<file path="config.mk">
export PLATFORM = sky130hd
export DESIGN_NAME = ntt_butterfly_stage
export DESIGN_NICKNAME = d
export VERILOG_FILES = /design/src/rtl/ntt_butterfly_stage.sv
export SDC_FILE = /design/constraint.sdc
export NUM_CORES = 1
export LEC_CHECK = 0
export ABC_CLOCK_PERIOD_IN_PS = 7800
export BUFFER_PORTS_ARGS = -buffer_cell sky130_fd_sc_hd__buf_2
export CELL_PAD_IN_SITES_DETAIL_PLACEMENT = 0
export CELL_PAD_IN_SITES_GLOBAL_PLACEMENT = 1
export CORE_ASPECT_RATIO = 2
export CORE_MARGIN = 4
export CORE_UTILIZATION = 48
export CTS_BUF_LIST = sky130_fd_sc_hd__clkbuf_2
export DETAILED_ROUTE_END_ITERATION = 8
export PLACE_DENSITY_LB_ADDON = 0.3
export RECOVER_POWER = 25
export SLEW_MARGIN = 20
export SYNTH_ARGS = -nofsm -noshare
export SYNTH_HDL_FRONTEND = slang
export SYNTH_SLANG_ARGS = --single-unit
</file>
<file path="constraint.sdc">
create_clock -name clk -period 7.8 [get_ports clk]
set_clock_uncertainty 0.2 [all_clocks]
set_input_delay 1.56 -clock clk [delete_from_list [all_inputs] [get_ports clk]]
set_output_delay 1.56 -clock clk [all_outputs]
set_load 0.05 [all_outputs]
</file>
<file path="src/rtl/ntt_butterfly_stage.sv">
// ntt_butterfly_stage: streaming radix-2 CT butterfly (a+w*b, a-w*b mod q) using a bit-serial modular multiplier.
// Define NTT_BFLY_RANGE_CHECK_EN to zero out-of-range inputs and raise the sticky range_err flag.
module ntt_butterfly_stage #(
  parameter int data_width = 32,
  parameter int modulus = 3329
) (
  input  logic                  clk,
  input  logic                  reset,
  input  logic [data_width-1:0] in_stream,
  input  logic                  in_valid,
  input  logic [data_width-1:0] twiddle,
  output logic                  in_ready,
  output logic [data_width-1:0] out_stream,
  output logic                  out_valid,
  output logic                  busy,
  output logic                  range_err
);
  localparam logic [data_width:0] Q = (data_width+1)'(modulus);
  localparam int CW = $clog2(data_width + 1);
  typedef enum logic [2:0] {S_IDLE, S_WAIT_B, S_MUL, S_OUT_SUM, S_OUT_DIF} state_t;
  state_t state_q, state_d;
  logic [data_width-1:0] a_q, a_d, b_q, b_d, w_q, w_d, out_q, out_d, a_in, w_in;
  logic [data_width:0] r_q, r_d, r_dbl, r_red, r_add, r_nxt, sum, sum_r, dif;
  logic [CW-1:0] cnt_q, cnt_d;
  logic ov_q, ov_d, xfer;
  assign in_ready = !reset && (state_q == S_IDLE || state_q == S_WAIT_B);
  assign xfer = in_valid && in_ready;
  assign busy = state_q != S_IDLE;
  assign out_stream = out_q;
  assign out_valid = ov_q;
`ifdef NTT_BFLY_RANGE_CHECK_EN
  logic a_bad, w_bad, range_err_q, range_err_d;
  assign a_bad = {1'b0, in_stream} >= Q;
  assign w_bad = {1'b0, twiddle} >= Q;
  assign a_in = a_bad ? '0 : in_stream;
  assign w_in = w_bad ? '0 : twiddle;
  assign range_err_d = range_err_q | (xfer & ((state_q == S_IDLE & a_bad) | (state_q == S_WAIT_B & (a_bad | w_bad))));
  always_ff @(posedge clk) range_err_q <= reset ? 1'b0 : range_err_d;
  assign range_err = range_err_q;
`else
  assign a_in = in_stream;
  assign w_in = twiddle;
  assign range_err = 1'b0;
`endif
  // One MSB-first double-and-add step; r stays below q so W+1 bits never overflow.
  assign r_dbl = r_q << 1;
  assign r_red = r_dbl >= Q ? r_dbl - Q : r_dbl;
  assign r_add = r_red + {1'b0, b_q};
  assign r_nxt = w_q[data_width-1] ? (r_add >= Q ? r_add - Q : r_add) : r_red;
  assign sum = {1'b0, a_q} + r_q;
  assign sum_r = sum >= Q ? sum - Q : sum;
  assign dif = {1'b0, a_q} >= r_q ? {1'b0, a_q} - r_q : {1'b0, a_q} + Q - r_q;
  always_comb begin
    state_d = state_q;
    a_d = a_q;
    b_d = b_q;
    w_d = w_q;
    r_d = r_q;
    cnt_d = cnt_q;
    out_d = out_q;
    ov_d = 1'b0;
    case (state_q)
      S_IDLE: begin
        a_d = xfer ? a_in : a_q;
        state_d = xfer ? S_WAIT_B : S_IDLE;
      end
      S_WAIT_B: if (xfer) begin
        b_d = a_in;
        w_d = w_in;
        r_d = '0;
        cnt_d = '0;
        state_d = S_MUL;
      end
      S_MUL: begin
        r_d = r_nxt;
        w_d = w_q << 1;
        cnt_d = cnt_q + 1'b1;
        state_d = cnt_q == CW'(data_width - 1) ? S_OUT_SUM : S_MUL;
      end
      S_OUT_SUM: begin
        out_d = data_width'(sum_r);
        ov_d = 1'b1;
        state_d = S_OUT_DIF;
      end
      S_OUT_DIF: begin
        out_d = data_width'(dif);
        ov_d = 1'b1;
        state_d = S_IDLE;
      end
      default: state_d = S_IDLE;
    endcase
  end
  always_ff @(posedge clk) begin
    if (reset) begin
      state_q <= S_IDLE;
      a_q <= '0;
      b_q <= '0;
      w_q <= '0;
      r_q <= '0;
      cnt_q <= '0;
      out_q <= '0;
      ov_q <= 1'b0;
    end else begin
      state_q <= state_d;
      a_q <= a_d;
      b_q <= b_d;
      w_q <= w_d;
      r_q <= r_d;
      cnt_q <= cnt_d;
      out_q <= out_d;
      ov_q <= ov_d;
    end
  end
endmodule

</file>
==> results.toml, run 1 <==
[worst_setup_path]
cp_num_buf_inv = 1
cpMaxStageDelayCell = "or4_4"
startpoint_type = "flop"
end_kind = "flop"
critPathTopFamily = "simple AND/OR/NAND/NOR gates"
critPathRequiredTime_ns = 8.42
crit_path_max_fanout = 26
worst-setup-path-type = "flop to flop"
crit_path_cell_trace = "or4_4 > or3_4 > nor2_4 > nand2_1 > nor2_1 > inv_2 > nand2_1 > nor3_1 > xnor2_1 > ha_1 > and3_1 > o21ai_0 > o21a_1 > o21ai_1 > xor2_1 > a21oi_1 > or4b_4 > nor4b_4 > nand4_4 > nor2b_1 > xnor2_1 > o211ai_1"
worst_path_largest_cell_delay_ns = 0.60
crit_arrival_ns = 7.68

[timing]
fmax_mhz = 142
holdWs_ns = 0.277
rsz0062_at_grt = "no"
relSlewSlack_pct = -83.7
setup_tns_ns = 0
setup_viol = 0
slew_violations = 133
worst_slew_pin_slew_ns = 2.76
fin_crit_sh_pct = 90.5
hold_viol_final = 0
period_minus_slack_ns = 7.06
layout_setup_ws_ns = 0.740

[routing]
viasPerCell = 6.04
dr_total_vias = 17100
ant_nets = 0
routedWlPerCell_um = 21.0
wl_mm = 59.5
drtIter0Drc = 974
drc = 0
first_pass_iters = 8

[yosys]
synthTopCellsByArea = "dfxtp_1 20%, ha_1 9.9%, xnor2_1 6.2%"
yosysTopAreaCell = "dfxtp_1"
synth_edf_count = 0
synthCells = 2349
synth-adder-area-share_pct = 13.2
yosys_warnings = 0
ys_seq_area_share_pct = 19.7
synth_mux_area_share_pct = 0.786
yosysUniqueCellTypes = 117
synth_top_family_by_area = "simple AND/OR/NAND/NOR gates"
ys_async_sr_fraction_pct = 0
synth-seq-cells = 171
synth-main-ff-cell = "dfxtp_1"
synth_xor_area_share_pct = 8.58
synth_nets = 2582
syn_area_sq_mm = 0.0173
synth_compound_area_share_pct = 25.4
yosys.area.top_type_share_pct = 19.7
synth_area_per_cell_sq_um = 7.38
synthSimpleGateAreaFrac_pct = 25.4

[clock_tree]
cts_buffer_depth = 2
htree_levels = 4
clkTransAtPathRegs_ns = 0.29
clock_latency_ns = 0.91
numCtsBuffers = 17
cts-root-buf = "clkbuf_2"
cts_tree = "yes"
cts_resized = 0
postCtsSetupBuffers = 0
clkSinkCount = 171
ctsHoldBuffers = 0

[global_route]
track_usage_pct = 29.6
overflow = 0
grt_pass1_wl_mm = 92.0
grt_pass1_vias = 17100
grt_max_degree = 69
antenna_found_initial = 1

[power_and_ir_drop]
total_power_mw = 6.30
peakVddDrop_uv = 175
p_leak_nw = 7.52
p_per_area_mw_per_mm2 = 345

[floorplan]
die_x_um = 142
rows = 98
die_y_um = 277
ioPinCount = 103
core-area_sq_mm = 0.0357
initial_core_util_pct = 48.6
die-area_sq_mm = 0.0394

[status]
status = "finished, violations left"
violations = "capacitance limit, slew limit"

[finish]
final_common_cell = "nand2_1"
finalNonFillerCells = 2833
final_util_pct = 51.1
drive_gt1_share_pct = 10.3
layout_common_cells = "284 x nand2_1, 259 x nor2_1, 212 x a21oi_1"
final_area_sq_mm = 0.0182
final_nets = 2600
area_growth_pct = 5.10

[placement]
hpwl_mm = 48.1
post_dp_cell_area_sq_mm = 0.0180
io_buffer_count = 101
place.gp.congestion = 1.03
place_ws_ns = 0.736
placed_cells = 2798

[job]
drv_cap = 3

[min_path]
holdCritPathClass = "flop to flop"
[final timing paths]
check                              from     end  slack [ns]  cells after the start
worst max-delay path            r_q[14]  r_q[9]        0.74                     22
worst min-delay path             w_q[1]  w_q[1]        0.28                      2
worst max register to register  r_q[14]  r_q[9]        0.74                     22
worst min register to register   w_q[1]  w_q[1]        0.28                      2
[state kept, by name (all words and copies together) (netlist names)]
name and cells:
w_q 32, b_q 32, state_q 3, out_stream 32, out_valid 1, r_q 33
cnt_q 6, a_q 32
[cells in the mapped netlist (13+ instances only)]
cell,instances
nand2b_1,22
dfxtp_1,171
o22ai_1,19
nand2_1,284
and3_1,15
clkbuf_1,86
a31oi_1,24
o21a_1,13
or3_1,20
nand4_1,32
fa_1,29
and2_1,13
a21o_1,26
a22oi_1,32
xor2_1,47
nor3_1,39
o31ai_1,21
o21ai_0,81
a21oi_1,213
nor2_1,262
o21bai_1,17
or2_2,15
nand3_1,46
xnor2_1,123
o21ai_1,17
buf_2,15
o211ai_1,44
inv_1,151
nor4_1,38
ha_1,137
a211oi_1,34
nor2b_1,37
[metal layers]
layer  global-route usage (%)  up-vias  routed length (um)
met2                     55.5      508               31600
met5                        0        -                   0
met4                     18.1        0                4270
met1                     30.9     8089               21700
li1                         -     8330                   -
met3                     2.64      185                1820
[area by class of cell]
class	count	area [sq um]
Clock buffer	18	90.1
Tap cell	450	563
Clock inverter	14	134
Timing Repair Buffer	124	673
Sequential cell	171	3420
Inverter	153	574
Multi-Input combinational cell	1900	12800
Fill cell	3683	17500
Antenna cell	3	7.51
[cells by family after synthesis]
family,count (synthesis)
flip-flops,171
adder cells (fa/ha/maj),166
multiplexers,12
buffers and inverters,278
AO/OA/AOI/OAI,656
AND/OR/NAND/NOR,895
XOR/XNOR,170
other,1
[report_power, final]
| group | switching, mW | leakage [nW] | total [mW] | internal [mW] |
|---|---|---|---|---|
| logic | 2.98 | 6.00 | 4.81 | 1.84 |
| registers | 0.0586 | 1.39 | 0.985 | 0.927 |
| clock network | 0.397 | 0.133 | 0.497 | 0.100 |
[worst register-to-register path, delay by kind of cell (launching register included)]
kind                     cells  cell delay, ns
XOR/XNOR                     3            0.51
AND/OR/NAND/NOR             12            3.72
buffers and inverters        1            0.21
AO/OA/AOI/OAI                5            1.39
flip-flops                   1            0.47
adder cells (fa/ha/maj)      1            0.49
Power figures use the tool's default switching activity.
==> run 2: changes to the inputs <==
--- a/config.mk
+++ b/config.mk
@@ -15,7 +15,7 @@
 export CTS_BUF_LIST = sky130_fd_sc_hd__clkbuf_2
 export DETAILED_ROUTE_END_ITERATION = 8
 export PLACE_DENSITY_LB_ADDON = 0.3
-export RECOVER_POWER = 25
+export RECOVER_POWER = 50
 export SLEW_MARGIN = 20
 export SYNTH_ARGS = -nofsm -noshare
 export SYNTH_HDL_FRONTEND = slang
==> results.toml, run 2 (synthesis gave the netlist of run 1 again) <==
[power_and_ir_drop]
p_per_area_mw_per_mm2 = 345
peakVddDrop_uv = 176
total_power_mw = 6.30
p_leak_nw = 7.52

[worst_setup_path]
reg2reg_setup_slack_ns = 0.72
crit_arrival_ns = 7.57
crit_end = "r_q[13]"
cpMaxStageDelayCell = "or4_4"
cp-startpoint = "r_q[14]"
crit_path_max_fanout = 26
r2r_end = "r_q[13]"
critPathTopFamily = "simple AND/OR/NAND/NOR gates"
critPathRequiredTime_ns = 8.28
worst_path_largest_cell_delay_ns = 0.60
end_kind = "flop"
r2r_start = "r_q[14]"
crit_path_cell_trace = "or4_4 > or3_4 > nor2_4 > nand2_1 > nor2_1 > inv_2 > nand2_1 > nor3_1 > xnor2_1 > ha_1 > and3_1 > o21ai_0 > o21a_1 > o21ai_1 > xor2_1 > a21oi_1 > or4b_4 > nor4b_4 > nand4_4 > nand3_1 > xor2_1 > o22ai_1"
cp_num_buf_inv = 1
reg2reg_depth = 22
cp.depth = 22
startpoint_type = "flop"
worst-setup-path-type = "flop to flop"

[clock_tree]
postCtsSetupBuffers = 0
cts_resized = 0
cts_tree = "yes"
cts-root-buf = "clkbuf_2"
cts_buffer_depth = 2
clkSinkCount = 171
htree_levels = 4
ctsHoldBuffers = 0
clkTransAtPathRegs_ns = 0.29
clock_latency_ns = 0.90
numCtsBuffers = 17

[placement]
placed_cells = 2798
place.gp.congestion = 1.03
hpwl_mm = 48.1
io_buffer_count = 101

[global_route]
grt_pass1_wl_mm = 92.0
grt_pass1_vias = 17100
overflow = 0
grt_max_degree = 69
track_usage_pct = 29.6
antenna_found_initial = 1

[routing]
drc = 0
dr_total_vias = 17100
viasPerCell = 6.04
wl_mm = 59.5
ant_nets = 0
drtIter0Drc = 972
routedWlPerCell_um = 21.0
first_pass_iters = 6

[timing]
period_minus_slack_ns = 7.08
setup_tns_ns = 0
rsz0062_at_grt = "no"
relSlewSlack_pct = -83.8
slew_violations = 191
fin_crit_sh_pct = 90.8
hold_viol_final = 0
fmax_mhz = 141
worst_slew_pin_slew_ns = 2.76
setup_viol = 0

[status]
status = "finished, violations left"
violations = "capacitance limit, slew limit"

[floorplan]
core-area_sq_mm = 0.0357
die_x_um = 142
die_y_um = 277
rows = 98
die-area_sq_mm = 0.0394
ioPinCount = 103
initial_core_util_pct = 48.6

[finish]
final_util_pct = 51.1
layout_common_cells = "284 x nand2_1, 259 x nor2_1, 212 x a21oi_1"
area_growth_pct = 5.06
drive_gt1_share_pct = 10.3
final_nets = 2600
finalNonFillerCells = 2833
top_register = "r_q"
largest_register_ff_count = 33
final_common_cell = "nand2_1"

[min_path]
holdCritPathClass = "flop to flop"

[job]
drv_cap = 4
run 2: power breakdown:
group	leakage [nW]	internal, mW	total, mW	switching (mW)
registers	1.39	0.927	0.985	0.0585
clock network	0.133	0.100	0.496	0.395
logic	6.00	1.84	4.81	2.98
total	7.52	2.86	6.30	3.43
run 2: worst reg2reg max path, delay by kind of cell (launching register included):
kind                       cells  cell delay [ns]
adders and majority gates      1             0.49
buffers and inverters          1             0.21
and+or+nand+nor               12             3.67
AOI/OAI and AO/OA              5             1.32
DFF                            1             0.47
xor gates and xnor gates       3             0.53
run 2: final cells by class:
class                           count  area (sq um)
Multi-Input combinational cell   1900         12800
Sequential cell                   171          3420
Fill cell                        3686         17500
Antenna cell                        3          7.51
Clock inverter                     14           134
Clock buffer                       18          90.1
Timing Repair Buffer              124           667
Inverter                          153           574
Tap cell                          450           563
run 2: how the worst min path moves through the flow:
stage / start / end / depth (start not counted)
global placement: w_q[11] / w_q[11] / 2
CTS: w_q[11] / w_q[11] / 2
floorplan: w_q[12] / w_q[12] / 2
global route: w_q[2] / w_q[2] / 2
detailed placement: w_q[11] / w_q[11] / 2
finish: w_q[1] / w_q[1] / 2
run 2: stage by stage:
step	hold WS (ns)	cell area (sq um)	setup WS, ns
3_5_place_dp	0.250	18000	0.736
6_report	0.277	18200	0.716
4_1_cts	0.279	18200	0.681
2_1_floorplan	0.237	17300	2.10
5_1_grt	0.294	18200	0.185
3_3_place_gp	0.244	18000	0.796
run 2: metal layers:
layer | vias to the layer above | GRT usage (%) | wire length [um]
met4 | 0 | 18.1 | 4280
li1 | 8332 | - | -
met3 | 186 | 2.64 | 1810
met1 | 8090 | 30.9 | 21800
met2 | 510 | 55.5 | 31600
met5 | - | 0 | 0
